===== config.mk =====
export PLATFORM = sky130hd
export DESIGN_NAME = sb_register_file
export DESIGN_NICKNAME = d
export VERILOG_FILES = /design/src/rtl/regfile_pkg.sv /design/src/rtl/regfile_scoreboard.sv /design/src/rtl/sb_register_file.sv
export SDC_FILE = /design/constraint.sdc
export NUM_CORES = 2
export LEC_CHECK = 0
export CORE_AREA = 2 2 387 312
export CTS_BUF_LIST = sky130_fd_sc_hd__clkbuf_16
export CTS_CLUSTER_SIZE = 25
export DETAILED_ROUTE_END_ITERATION = 6
export DIE_AREA = 0 0 389 314
export GPL_TIMING_DRIVEN = 0
export PLACE_DENSITY_LB_ADDON = 0.25
export SKIP_CTS_REPAIR_TIMING = 1
export SYNTH_ARGS = -nofsm -noshare
export SYNTH_HDL_FRONTEND = slang
export SYNTH_SLANG_ARGS = --single-unit

===== constraint.sdc =====
create_clock -name clk -period 5.7 [get_ports clk]
set_input_delay 1.14 -clock clk [delete_from_list [all_inputs] [get_ports clk]]
set_output_delay 1.14 -clock clk [all_outputs]
set_load 0.05 [all_outputs]

===== src/rtl/regfile_pkg.sv =====
// Shared defaults and constants for the scoreboarded integer register file.
package regfile_pkg;

   localparam int unsigned XLEN_DEF  = 32;
   localparam int unsigned NREGS_DEF = 32;
   localparam int unsigned REG_AW    = $clog2(NREGS_DEF);

   // Architectural register index at the default register count
   typedef logic [REG_AW-1:0] reg_idx_t;

   // Hardwired-zero register: never written, never busy
   localparam int unsigned ZERO_REG = 0;

endpackage : regfile_pkg


===== src/rtl/regfile_scoreboard.sv =====
// Busy scoreboard: one outstanding-producer bit per register plus a running busy count.
module regfile_scoreboard
   import regfile_pkg::*;
#(
   parameter int unsigned NREGS = NREGS_DEF,
   parameter int unsigned NWR   = 1,
   parameter int unsigned AW    = $clog2(NREGS)
) (
   input  logic                    clk,
   input  logic                    rst_n,
   input  logic [NWR-1:0]          wr_en,
   input  logic [NWR-1:0][AW-1:0]  wr_addr,
   input  logic                    iss_en,
   input  logic [AW-1:0]           iss_addr,
   output logic [NREGS-1:0]        busy,
   output logic [AW:0]             busy_cnt
);

   localparam int unsigned CW = AW + 1;

   logic [NREGS-1:0] clr_mask;
   logic [NREGS-1:0] set_mask;
   logic [NREGS-1:0] busy_nxt;
   logic [NREGS-1:0] rise;
   logic [NREGS-1:0] fall;
   logic [CW-1:0]    n_set;
   logic [CW-1:0]    n_clr;
   logic [CW-1:0]    cnt_nxt;

   // Next busy vector: a new issue overrides a same-cycle writeback clear
   always_comb begin
      clr_mask = '0;
      set_mask = '0;
      for (int p = 0; p < NWR; p++) begin
         if (wr_en[p]) clr_mask[wr_addr[p]] = 1'b1;
      end
      if (iss_en) set_mask[iss_addr] = 1'b1;
      set_mask[ZERO_REG] = 1'b0;
      busy_nxt = (busy & ~clr_mask) | set_mask;
      rise     = busy_nxt & ~busy;
      fall     = busy & ~busy_nxt;
      n_set    = '0;
      n_clr    = '0;
      for (int i = 0; i < NREGS; i++) begin
         n_set = n_set + CW'(rise[i]);
         n_clr = n_clr + CW'(fall[i]);
      end
      cnt_nxt = busy_cnt + n_set - n_clr;
   end

   // Busy bits and count register
   always_ff @(posedge clk or negedge rst_n) begin
      if (!rst_n) begin
         busy     <= '0;
         busy_cnt <= '0;
      end else begin
         busy     <= busy_nxt;
         busy_cnt <= cnt_nxt;
      end
   end

endmodule : regfile_scoreboard


===== src/rtl/sb_register_file.sv =====
// Multi-port integer register file with busy scoreboard.
// Optional macro REGFILE_BYPASS_EN forwards same-cycle writeback data to the read ports.
module sb_register_file
   import regfile_pkg::*;
#(
   parameter int unsigned XLEN  = XLEN_DEF,
   parameter int unsigned NREGS = NREGS_DEF,
   parameter int unsigned NRD   = 2,
   parameter int unsigned NWR   = 1,
   parameter int unsigned AW    = $clog2(NREGS)
) (
   input  logic                     clk,
   input  logic                     rst_n,
   input  logic [NRD-1:0][AW-1:0]   rd_addr,
   output logic [NRD-1:0][XLEN-1:0] rd_data,
   output logic [NRD-1:0]           rd_busy,
   input  logic [NWR-1:0]           wr_en,
   input  logic [NWR-1:0][AW-1:0]   wr_addr,
   input  logic [NWR-1:0][XLEN-1:0] wr_data,
   input  logic                     iss_en,
   input  logic [AW-1:0]            iss_addr,
   output logic [AW:0]              busy_cnt
);

   logic [NREGS-1:0][XLEN-1:0] regs;
   logic [NREGS-1:0]           busy;

   regfile_scoreboard #(
      .NREGS (NREGS),
      .NWR   (NWR),
      .AW    (AW)
   ) u_scoreboard (
      .clk      (clk),
      .rst_n    (rst_n),
      .wr_en    (wr_en),
      .wr_addr  (wr_addr),
      .iss_en   (iss_en),
      .iss_addr (iss_addr),
      .busy     (busy),
      .busy_cnt (busy_cnt)
   );

   // Data array writes; later ports overwrite earlier ones on an address collision
   always_ff @(posedge clk or negedge rst_n) begin
      if (!rst_n) begin
         regs <= '0;
      end else begin
         for (int p = 0; p < NWR; p++) begin
            if (wr_en[p] && (wr_addr[p] != AW'(ZERO_REG))) regs[wr_addr[p]] <= wr_data[p];
         end
      end
   end

   // Combinational read ports, optionally forwarding the writeback in flight
   always_comb begin
      for (int i = 0; i < NRD; i++) begin
         rd_data[i] = regs[rd_addr[i]];
         rd_busy[i] = busy[rd_addr[i]];
`ifdef REGFILE_BYPASS_EN
         for (int p = 0; p < NWR; p++) begin
            if (rst_n && wr_en[p] && (wr_addr[p] == rd_addr[i]) &&
                (rd_addr[i] != AW'(ZERO_REG))) begin
               rd_data[i] = wr_data[p];
               rd_busy[i] = 1'b0;
            end
         end
`endif
      end
   end

endmodule : sb_register_file


==> flow_summary.yaml <==
sta:
  setup_viol: 37
  min_period_over_period_pct: 118.4
  slew_violations: 0
  final.setup.worst_slack_ns: -1.048
  max_freq_mhz: 148.2
  tightest_slew_ns: 1.260
  rsz0062_at_grt: "true"
  relSlewSlack_pct: 15.97
  fin_setup_tns_ns: -4.864
  skew_ns: 0.01281
  finalHoldViolCount: 0
  post-route-min-period_ns: 6.748
die:
  fp-row-count: 113
  ios: 128
  core-area_um2: 118200
  dieWidth_um: 389
  die_area_um2: 122100
  start_util_pct: 50.77
  die_h_um: 314
setup_path:
  critical_path_buf_inv_count: 6
  slowest_delay_ns: 0.60
  crit_path_start_kind: "input port"
  cp-end-kind: "flip-flop"
  critPathRequiredTime_ns: 6.36
  cp.arrival_ns: 7.41
  cp_max_fo: 10
  worst-r2r-setup-slack_ns: -0.40
  critPathTopFamily: "adder cells"
  crit_type: "input port to flip-flop"
  rr_worst_depth: 15
  critPathMostFrequentCell: "fa_1"
  r2r_end: "u_scoreboard.busy_cnt[5]"
  path_depth: 22
  crit_chain: "buf_12 -> or3b_4 -> buf_12 -> nor2_8 -> buf_12 -> and3_1 -> fa_1 -> fa_1 -> inv_2 -> fa_1 -> fa_1 -> fa_2 -> fa_2 -> inv_2 -> fa_2 -> inv_2 -> fa_1 -> ha_4 -> fa_2 -> a21o_1 -> a21oi_2 -> xnor2_1"
  slowest_stage: "fa_1"
  r2r_start: "u_scoreboard.busy[28]"
cells_and_area:
  regArea_um2: 26580
  drive_gt1_share_pct: 28.29
  multi_input_area_um2: 30880
  final_area_um2: 67360
  fin_nets: 5452
  synthToLayoutAreaGrowth_pct: 12.27
  n_fill_cell: 10154
synthesis:
  synthCells: 5057
  synthTopCellsByCount: "dfrtp_1 (1062), mux2i_1 (1054), mux2_2 (935)"
  synth.area.top_cells: "dfrtp_1 (44%), mux2i_1 (18%), mux2_2 (18%)"
  yosys_warnings: 0
  ys_async_sr_fraction_pct: 100.0
  synthesis.area_um2: 60000
  synth_top_family_by_area: "multiplexers"
  synth_cell_types: 52
  muxShareOfSynthArea_pct: 36.20
  synth_xor_area_share_pct: 0.08758
  seq_area_frac_synth_pct: 44.29
  synth_compound_area_share_pct: 7.094
  synth_edf_count: 0
  synthSimpleGateAreaFrac_pct: 5.555
  yosysMostFrequentCell: "dfrtp_1"
  yosys.area.top_type_share_pct: 44.29
  synth_fa_ha_area_share_pct: 2.302
  syn_area_per_cell_um2: 11.87
  yosys.area.top_type: "dfrtp_1"
  synthFlopType: "dfrtp_1"
  synthesis.nets: 5188
  ys_ff_latch: 1062
outcome:
  failed_checks: "design-rule violations, negative setup slack"
  status: "finished with violations"
placed_design:
  place_congestion: 0.9760
  place_ws_ns: -2.676
  port-buffer-count: 118
  place_hpwl_mm: 159.2
  dpl_cell_area_um2: 63360
clock_tree:
  root_buffer: "clkbuf_16"
  clockBufferDepth: 3
  clk_pin_slew_ns: 0.06
  h-tree-depth: 3
  clock_latency_ns: 0.75
  cts.sinks: 1062
  cts_inserted_buffers: 111
  cts_tree: "yes"
grt:
  grt_max_degree: 181
  antenna_found_initial: 7
  grt.overflow.total: 0
  grt_pass1_wl_mm: 320.5
  grt_pass1_vias: 44898
  grt_util_all_layers_pct: 36.40
drt:
  ant_nets: 0
  drt_iter0_drc: 5449
  vias: 46243
  post_drt_wl_per_cell_um: 32.55
  drc: 13
  firstDrtPassIters: 7
  routed_via_density: 6.635
  wl_mm: 226.9
power:
  irDropWorstVdd_uv: 367.0
  total_leakage_power_nw: 32.12
  cellPowerDensity_nw_per_um2: 344.2
  power_mw: 23.19
run:
  drv_cap: 0
worst_hold_path:
  hold_class: "input port to asynchronous set/reset pin"
-- final cells by class --
class | count | share of cell area [%]
Multi-Input combinational cell | 3422 | 45.85
Sequential cell | 1062 | 39.45
Clock buffer | 114 | 4.235
Buffer | 496 | 3.873
Tap cell | 1552 | 2.883
Timing Repair Buffer | 156 | 2.374
Clock inverter | 93 | 0.9287
Inverter | 72 | 0.4012
Antenna cell | 3 | 0.01114
-- sequential cells by signal (all words and copies together) (netlist names) --
| signal | cells |
|---|---|
| regs | 1024 |
| u_scoreboard.busy | 32 |
| u_scoreboard.busy_cnt | 6 |
-- worst max path at each step --
stage                     slack (ns)        from                        to
after floorplan                -1.40  wr_addr[0]  u_scoreboard.busy_cnt[5]
after global placement        -45.64       rst_n                 regs[785]
after detailed placement       -2.68  wr_addr[1]  u_scoreboard.busy_cnt[5]
after CTS                      -1.92  wr_addr[1]  u_scoreboard.busy_cnt[5]
after global routing           -1.22  wr_addr[0]  u_scoreboard.busy_cnt[5]
final                          -1.05  wr_addr[0]  u_scoreboard.busy_cnt[5]
-- layout by cell type, fill, tap and decap left out, types with 66 or more instances in the layout --
| cell type | count |
|---|---|
| a21oi_1 | 200 |
| a22o_1 | 132 |
| a22oi_1 | 198 |
| a31oi_1 | 66 |
| buf_2 | 174 |
| buf_4 | 68 |
| clkbuf_1 | 167 |
| clkbuf_16 | 114 |
| clkbuf_2 | 85 |
| clkdlybuf4s50_1 | 112 |
| dfrtp_1 | 1062 |
| inv_1 | 93 |
| mux2_2 | 935 |
| mux2i_1 | 1054 |
| nand2_1 | 267 |
| nand3_1 | 204 |
| nor3_1 | 66 |
-- cell families after synthesis --
family | after synthesis
other | 1
DFF | 1062
and+or+nand+nor | 664
buffers and inverters | 573
AOI/OAI and AO/OA | 630
muxes | 2046
adders and majority gates | 75
xor gates and xnor gates | 6
-- through the flow --
step	cells	hold slack, ns	util, %
6_report	6970	0.2773	56.99
3_5_place_dp	6733	0.4692	53.61
4_1_cts	6940	0.3147	56.55
2_1_floorplan	5057	0.4488	-
5_1_grt	6967	0.3417	56.99
3_3_place_gp	6727	0.4605	53.45
-- report_power, final --
group	internal, mW	leakage, nW	switching (mW)
Clock	3.92	1.80	3.29
Sequential	9.02	13.6	1.18
Combinational	2.74	16.7	3.03
Total	15.7	32.1	7.50
-- per-layer routing --
metal,up-vias,routed length (um),global-route usage (%)
met4,12,12040,17.42
met1,23909,93430,50.46
met5,-,113,0
met3,634,27520,12.02
met2,2739,93790,51.28
li1,18949,-,-
-- worst register-to-register path, stage by stage, from the launching register on --
cell and delay [ns]:
dfrtp_1 0.49, or3_1 0.43, fa_1 0.47, fa_1 0.48, fa_1 0.50, fa_1 0.55, inv_1 0.05, fa_1 0.48
fa_1 0.56, fa_1 0.43, fa_1 0.51, ha_4 0.19, fa_2 0.39, a21o_1 0.20, a21oi_2 0.14, xnor2_1 0.12
Note: power is estimated with default switching activity, not from simulation.
